### src/rtl/bitflip_scrub_monitor.sv
`default_nettype none
// ============================================================================
// bitflip_scrub_monitor: scans a pattern-preloaded flop array one block per
// cycle, reports/scrubs upset bits and counts them with a sticky alarm.
// Optional location reporting: BITFLIP_MON_LOC_EN. Revision: 1.0
// ============================================================================
module bitflip_scrub_monitor #(
    parameter int SPLIT_COUNT  = 8,
    parameter int DEPTH        = 2,
    parameter int PATTERN      = 0,
    parameter int CNT_W        = 16,
    parameter int ALARM_THRESH = 4,
    localparam int c_n_bits    = SPLIT_COUNT ** DEPTH,
    localparam int c_n_blocks  = SPLIT_COUNT ** (DEPTH - 1),
    localparam int c_idx_w     = (c_n_bits > 1) ? $clog2(c_n_bits) : 1,
    localparam int c_blk_w     = (c_n_blocks > 1) ? $clog2(c_n_blocks) : 1
) (
    input  logic                   clk,
    input  logic                   rst_n,
    input  logic                   enable,
    input  logic                   clear,
    input  logic                   inj_valid,
    input  logic [c_idx_w-1:0]     inj_idx,
    output logic                   evt_valid,
    input  logic                   evt_ready,
    output logic [c_blk_w-1:0]     evt_block,
    output logic [SPLIT_COUNT-1:0] evt_mask,
    output logic [CNT_W-1:0]       flip_count,
    output logic                   alarm,
    output logic                   busy
);

    localparam int                 c_pop_w    = $clog2(SPLIT_COUNT + 1);
    localparam logic [c_blk_w-1:0] c_last_blk = c_blk_w'(c_n_blocks - 1);
    localparam logic [CNT_W-1:0]   c_thresh   = CNT_W'(ALARM_THRESH);

    function automatic logic [c_n_bits-1:0] f_pattern();
        logic [c_n_bits-1:0] p;
        for (int k = 0; k < c_n_bits; k++) begin
            p[k] = (PATTERN == 0) ? 1'b1 : (k % 2 == 0);
        end
        return p;
    endfunction

    localparam logic [c_n_bits-1:0] c_pattern = f_pattern();

    function automatic logic [c_blk_w-1:0] f_inc(input logic [c_blk_w-1:0] p);
        return (p == c_last_blk) ? '0 : p + c_blk_w'(1);
    endfunction

    typedef enum logic [1:0] {
        ST_IDLE   = 2'd0,
        ST_SCAN   = 2'd1,
        ST_SCRUB  = 2'd2
`ifdef BITFLIP_MON_LOC_EN
        , ST_REPORT = 2'd3
`endif
    } state_t;

    state_t                 r_state, w_state_nxt;
    logic [c_n_bits-1:0]    r_arr, w_arr_nxt;
    logic [c_blk_w-1:0]     r_ptr, w_ptr_nxt, r_cap_block;
    logic [SPLIT_COUNT-1:0] r_cap_mask, w_diff;
    logic [c_idx_w-1:0]     w_scan_base, w_scrub_base;
    logic                   w_capture, w_scrub;
    logic [c_pop_w-1:0]     w_pop;
    logic [CNT_W-1:0]       r_count, w_count_base, w_count_nxt;
    logic [CNT_W:0]         w_sum;
    logic                   r_alarm, w_alarm_nxt, r_busy;

    assign w_scan_base  = c_idx_w'(r_ptr) * c_idx_w'(SPLIT_COUNT);
    assign w_scrub_base = c_idx_w'(r_cap_block) * c_idx_w'(SPLIT_COUNT);
    assign w_diff       = r_arr[w_scan_base +: SPLIT_COUNT] ^ c_pattern[w_scan_base +: SPLIT_COUNT];

    always_comb begin
        w_state_nxt = r_state;
        w_ptr_nxt   = r_ptr;
        w_capture   = 1'b0;
        w_scrub     = 1'b0;
        case (r_state)
            ST_IDLE: begin
                if (enable) w_state_nxt = ST_SCAN;
            end
            ST_SCAN: begin
                if (!enable) begin
                    w_state_nxt = ST_IDLE;
                end else if (|w_diff) begin
                    w_capture = 1'b1;
`ifdef BITFLIP_MON_LOC_EN
                    w_state_nxt = ST_REPORT;
`else
                    w_state_nxt = ST_SCRUB;
`endif
                end else begin
                    w_ptr_nxt = f_inc(r_ptr);
                end
            end
`ifdef BITFLIP_MON_LOC_EN
            ST_REPORT: begin
                if (evt_ready) w_state_nxt = ST_SCRUB;
            end
`endif
            ST_SCRUB: begin
                w_scrub     = 1'b1;
                w_ptr_nxt   = f_inc(r_cap_block);
                w_state_nxt = enable ? ST_SCAN : ST_IDLE;
            end
            default: w_state_nxt = ST_IDLE;
        endcase
    end

    // Injection is applied after the scrub so a coincident toggle wins.
    always_comb begin
        w_arr_nxt = r_arr;
        if (w_scrub) begin
            for (int i = 0; i < SPLIT_COUNT; i++) begin
                if (r_cap_mask[i]) begin
                    w_arr_nxt[w_scrub_base + c_idx_w'(i)] = c_pattern[w_scrub_base + c_idx_w'(i)];
                end
            end
        end
        if (inj_valid) w_arr_nxt[inj_idx] = ~w_arr_nxt[inj_idx];
    end

    always_comb begin
        w_pop = '0;
        for (int i = 0; i < SPLIT_COUNT; i++) begin
            w_pop = w_pop + c_pop_w'(r_cap_mask[i]);
        end
    end

    assign w_count_base = clear ? '0 : r_count;
    assign w_sum        = {1'b0, w_count_base} + (CNT_W + 1)'(w_pop);
    assign w_count_nxt  = !w_scrub ? w_count_base : (w_sum[CNT_W] ? '1 : w_sum[CNT_W-1:0]);
    assign w_alarm_nxt  = (r_alarm & ~clear) | (w_count_nxt >= c_thresh);

    always_ff @(posedge clk or negedge rst_n) begin
        if (!rst_n) begin
            r_state     <= ST_IDLE;
            r_arr       <= c_pattern;
            r_ptr       <= '0;
            r_cap_block <= '0;
            r_cap_mask  <= '0;
            r_count     <= '0;
            r_alarm     <= 1'b0;
            r_busy      <= 1'b0;
        end else begin
            r_state <= w_state_nxt;
            r_arr   <= w_arr_nxt;
            r_ptr   <= w_ptr_nxt;
            if (w_capture) begin
                r_cap_block <= r_ptr;
                r_cap_mask  <= w_diff;
            end
            r_count <= w_count_nxt;
            r_alarm <= w_alarm_nxt;
            r_busy  <= (w_state_nxt != ST_IDLE);
        end
    end

`ifdef BITFLIP_MON_LOC_EN
    logic r_evt_valid;

    always_ff @(posedge clk or negedge rst_n) begin
        if (!rst_n) begin
            r_evt_valid <= 1'b0;
        end else if (w_capture) begin
            r_evt_valid <= 1'b1;
        end else if (r_state == ST_REPORT && evt_ready) begin
            r_evt_valid <= 1'b0;
        end
    end

    assign evt_valid = r_evt_valid;
    assign evt_block = r_cap_block;
    assign evt_mask  = r_cap_mask;
`else
    logic w_unused_evt_ready;
    assign w_unused_evt_ready = evt_ready;
    assign evt_valid = 1'b0;
    assign evt_block = '0;
    assign evt_mask  = '0;
`endif

    assign flip_count = r_count;
    assign alarm      = r_alarm;
    assign busy       = r_busy;

endmodule
`default_nettype wire

### config.mk
export PLATFORM = sky130hd
export DESIGN_NAME = bitflip_scrub_monitor
export DESIGN_NICKNAME = d
export VERILOG_FILES = /design/src/rtl/bitflip_scrub_monitor.sv
export SDC_FILE = /design/constraint.sdc
export NUM_CORES = 1
export LEC_CHECK = 0
export ABC_CLOCK_PERIOD_IN_PS = 7100
export CAP_MARGIN = 20
export CELL_PAD_IN_SITES_DETAIL_PLACEMENT = 0
export CELL_PAD_IN_SITES_GLOBAL_PLACEMENT = 1
export CORE_MARGIN = 2
export CORE_UTILIZATION = 51
export CTS_BUF_LIST = sky130_fd_sc_hd__clkbuf_8
export CTS_CLUSTER_DIAMETER = 200
export CTS_CLUSTER_SIZE = 12
export DETAILED_ROUTE_END_ITERATION = 6
export GPL_ROUTABILITY_DRIVEN = 1
export MAX_ROUTING_LAYER = met4
export PLACE_DENSITY_LB_ADDON = 0.1
export REMOVE_ABC_BUFFERS = 1
export SYNTH_ARGS = -nofsm -noshare
export SYNTH_HDL_FRONTEND = slang
export SYNTH_SLANG_ARGS = --single-unit
### constraint.sdc
create_clock -name clk -period 7.1 [get_ports clk]
set_clock_uncertainty 0.05 [all_clocks]
set_input_delay 2.13 -clock clk [delete_from_list [all_inputs] [get_ports clk]]
set_output_delay 2.13 -clock clk [all_outputs]
set_load 0.02 [all_outputs]
==> impl_metrics.yaml <==
timing:
  fmax_mhz: 161
  hold_viol: 0
  fin_crit_ns: 6.22
  setup_viol: 0
  fin_crit_sh_pct: 87.5
  final.setup.tns_ns: 0
  slew_viol_final: 0
  worst_slew_pin_slew_ns: 1.11
  rsz0062_at_grt: "no"
  slew_headroom_pct: 25.5
setup_path:
  end_kind: "flip-flop"
  cp.required_ns: 7.29
  critPathKind: "input port to flip-flop"
  worstSetupStartpointType: "input port"
  rrSetupSlack_ns: 2.27
  cp_data_arrival_time_ns: 6.41
  worstPathMaxFanout: 9
synthesis:
  synthFlopType: "dfstp_2"
  synth-seq-cells: 98
  synth_warnings: 0
  synthCells: 754
  syn_area_per_cell_um2: 8.75
  ys_types: 61
  post-synth-top-count-cell: "nor2_1"
  synth_area_um2: 6600
  synth_top_cell_by_area: "dfstp_2"
  yosysTopAreaCellShare_pct: 25.5
  synth-seq-area-share_pct: 38.4
  yosys-top-cells-area: "dfstp_2, dfrtp_1, o21ai_0"
  async_flop_share_pct: 100
  synth_common_cells: "nor2_1, o21ai_0, nand2_1, dfstp_2"
  synth_edf_count: 0
floorplan:
  pin_count: 42
  core_area_um2: 12600
  die_h_um: 118
  fp.dieArea_um2: 13900
  start_util_pct: 52.3
  die_x_um: 118
  fp-row-count: 41
pwr:
  worst_ir_drop_vdd_mv: 0.228
  total_power_mw: 2.73
  p_leak_nw: 2.62
  power.density_nw_per_um2: 384
placed_design:
  place_congestion: 0.905
  dp_hpwl_mm: 14.1
  io_buffers: 28
flow_run:
  cap_violations: 0
clocking:
  cts_tree: "yes"
  clock-root-buffer: "clkbuf_8"
  cts_hold_buf: 0
  clkLatencyLatePin_ns: 0.38
  cts_sinks: 98
  cts-buffers-inserted: 9
  htree_levels: 3
  clk_path_buf_depth: 2
  postCtsSetupBuffers: 0
  cts_resized: 0
  clkTransAtPathRegs_ns: 0.09
grt:
  grt_pass1_vias: 5677
  grt-ovfl-total: 0
  grt_max_degree: 59
  grt_usage_pct: 30.5
  grt_pass1_wl_mm: 32.2
  grt_antenna_before_repair: 0
outcome:
  status: "finished, final reports clean"
route:
  drt-wirelength-per-cell_um: 21.5
  drc: 0
  drt-initial-drc-count: 686
  first_pass_iters: 5
  totalWireLength_mm: 19.9
  antenna_left: 0
  viasPerCell: 6.42
  vias: 5947
final_layout:
  antenna_cells: 0
  num-nets-final: 776
  layout-drive-gt1-share_pct: 15.5
  syn_to_final_growth_pct: 7.91
worst_hold_path:
  hp-class: "flip-flop to flip-flop"
layout make-up:
class,instances,area (um^2)
fill,1209,5500
multi-input combinational,574,3700
sequential,98,2530
timing repair buffer,36,338
tap,172,215
clock buffer,11,151
inverter,30,113
clock inverter,5,71.3
metal layers:
metal / share of wire (%) / GRT usage, % / vias to the layer above
li1: - / - / 2721
met5: 0 / - / -
met2: 48 / 47.1 / 290
met4: 3.5 / 12.6 / 0
met3: 6.4 / 3.20 / 50
met1: 43 / 41.5 / 2886
through the flow:
step	std cells	worst slack (ns)	hold WS (ns)	util, %	cell area (um^2)
floorplan	702	1.58	0.492	-	6340
global placement	910	0.587	0.484	54.7	6900
detailed placement	910	0.514	0.489	54.7	6900
CTS	926	0.919	0.511	56.4	7120
global route	926	0.587	0.556	56.4	7120
finish	926	0.885	0.515	56.4	7120
flip-flops by register name, summed over array words and instances, names as in the netlist:
register	count
r_ptr	3
r_arr	64
flip_count	16
alarm	1
r_state	2
r_cap_mask	8
r_cap_block	3
busy	1
logic make-up (layout without fill, tap and decap cells):
logic type | Yosys count | count (layout) | share of synthesized area [%]
flops | 98 | 98 | 38.4
fa+ha+maj | 15 | 15 | 3.41
mux | 33 | 33 | 8.15
simple gates | 288 | 288 | 22.6
compound gates | 215 | 215 | 19.7
other cells | 1 | 12 | 0.0568
xor+xnor | 11 | 11 | 1.46
buf+inv | 93 | 82 | 6.18
power by group:
group	switching [mW]	total [mW]	internal, mW
Clock	0.202	0.417	0.214
Combinational	0.655	1.19	0.531
Sequential	0.228	1.13	0.903
layout by cell type (no fill, tap or decap), drive strengths merged, types with 9 or more instances in the layout:
cell,synthesis,layout
nor2b,11,11
nor2,90,90
mux2i,11,11
clkdlybuf4s50,0,27
nor3,31,31
inv,30,33
conb,1,12
nor4,20,20
buf,29,9
clkbuf,34,11
o211ai,17,17
a31oi,9,9
dfstp,64,64
o21ai,106,106
ha,10,10
nand2,66,66
mux4,16,16
dfrtp,34,34
a21oi,24,24
o21bai,16,16
path summary, 6_finish.rpt:
check | start | cells past startpoint | to
worst max-delay path | clear | 16 | alarm$_DFF_PN0_
worst min-delay path | flip_count[0]$_DFF_PN0_ | 2 | flip_count[0]$_DFF_PN0_
worst max register to register | r_cap_mask[0]$_DFFE_PN0P_ | 15 | alarm$_DFF_PN0_
worst min register to register | flip_count[0]$_DFF_PN0_ | 2 | flip_count[0]$_DFF_PN0_
max in group asynchronous | rst_n | 2 | r_cap_mask[3]$_DFFE_PN0P_
min in group asynchronous | rst_n | 1 | flip_count[12]$_DFF_PN0_
critical path, stage by stage:
cell,delay [ns]
clkdlybuf4s50_1,0.43
inv_1,0.19
nand2_1,0.10
fa_1,0.46
fa_1,0.51
fa_1,0.19
inv_1,0.06
fa_1,0.40
a21o_1,0.18
a21oi_1,0.51
nor2b_1,0.21
nand3_1,0.21
buf_4,0.21
o21ai_0,0.12
nor4b_1,0.36
nand4b_1,0.15
No activity file was read; power rests on OpenSTA's default activity.
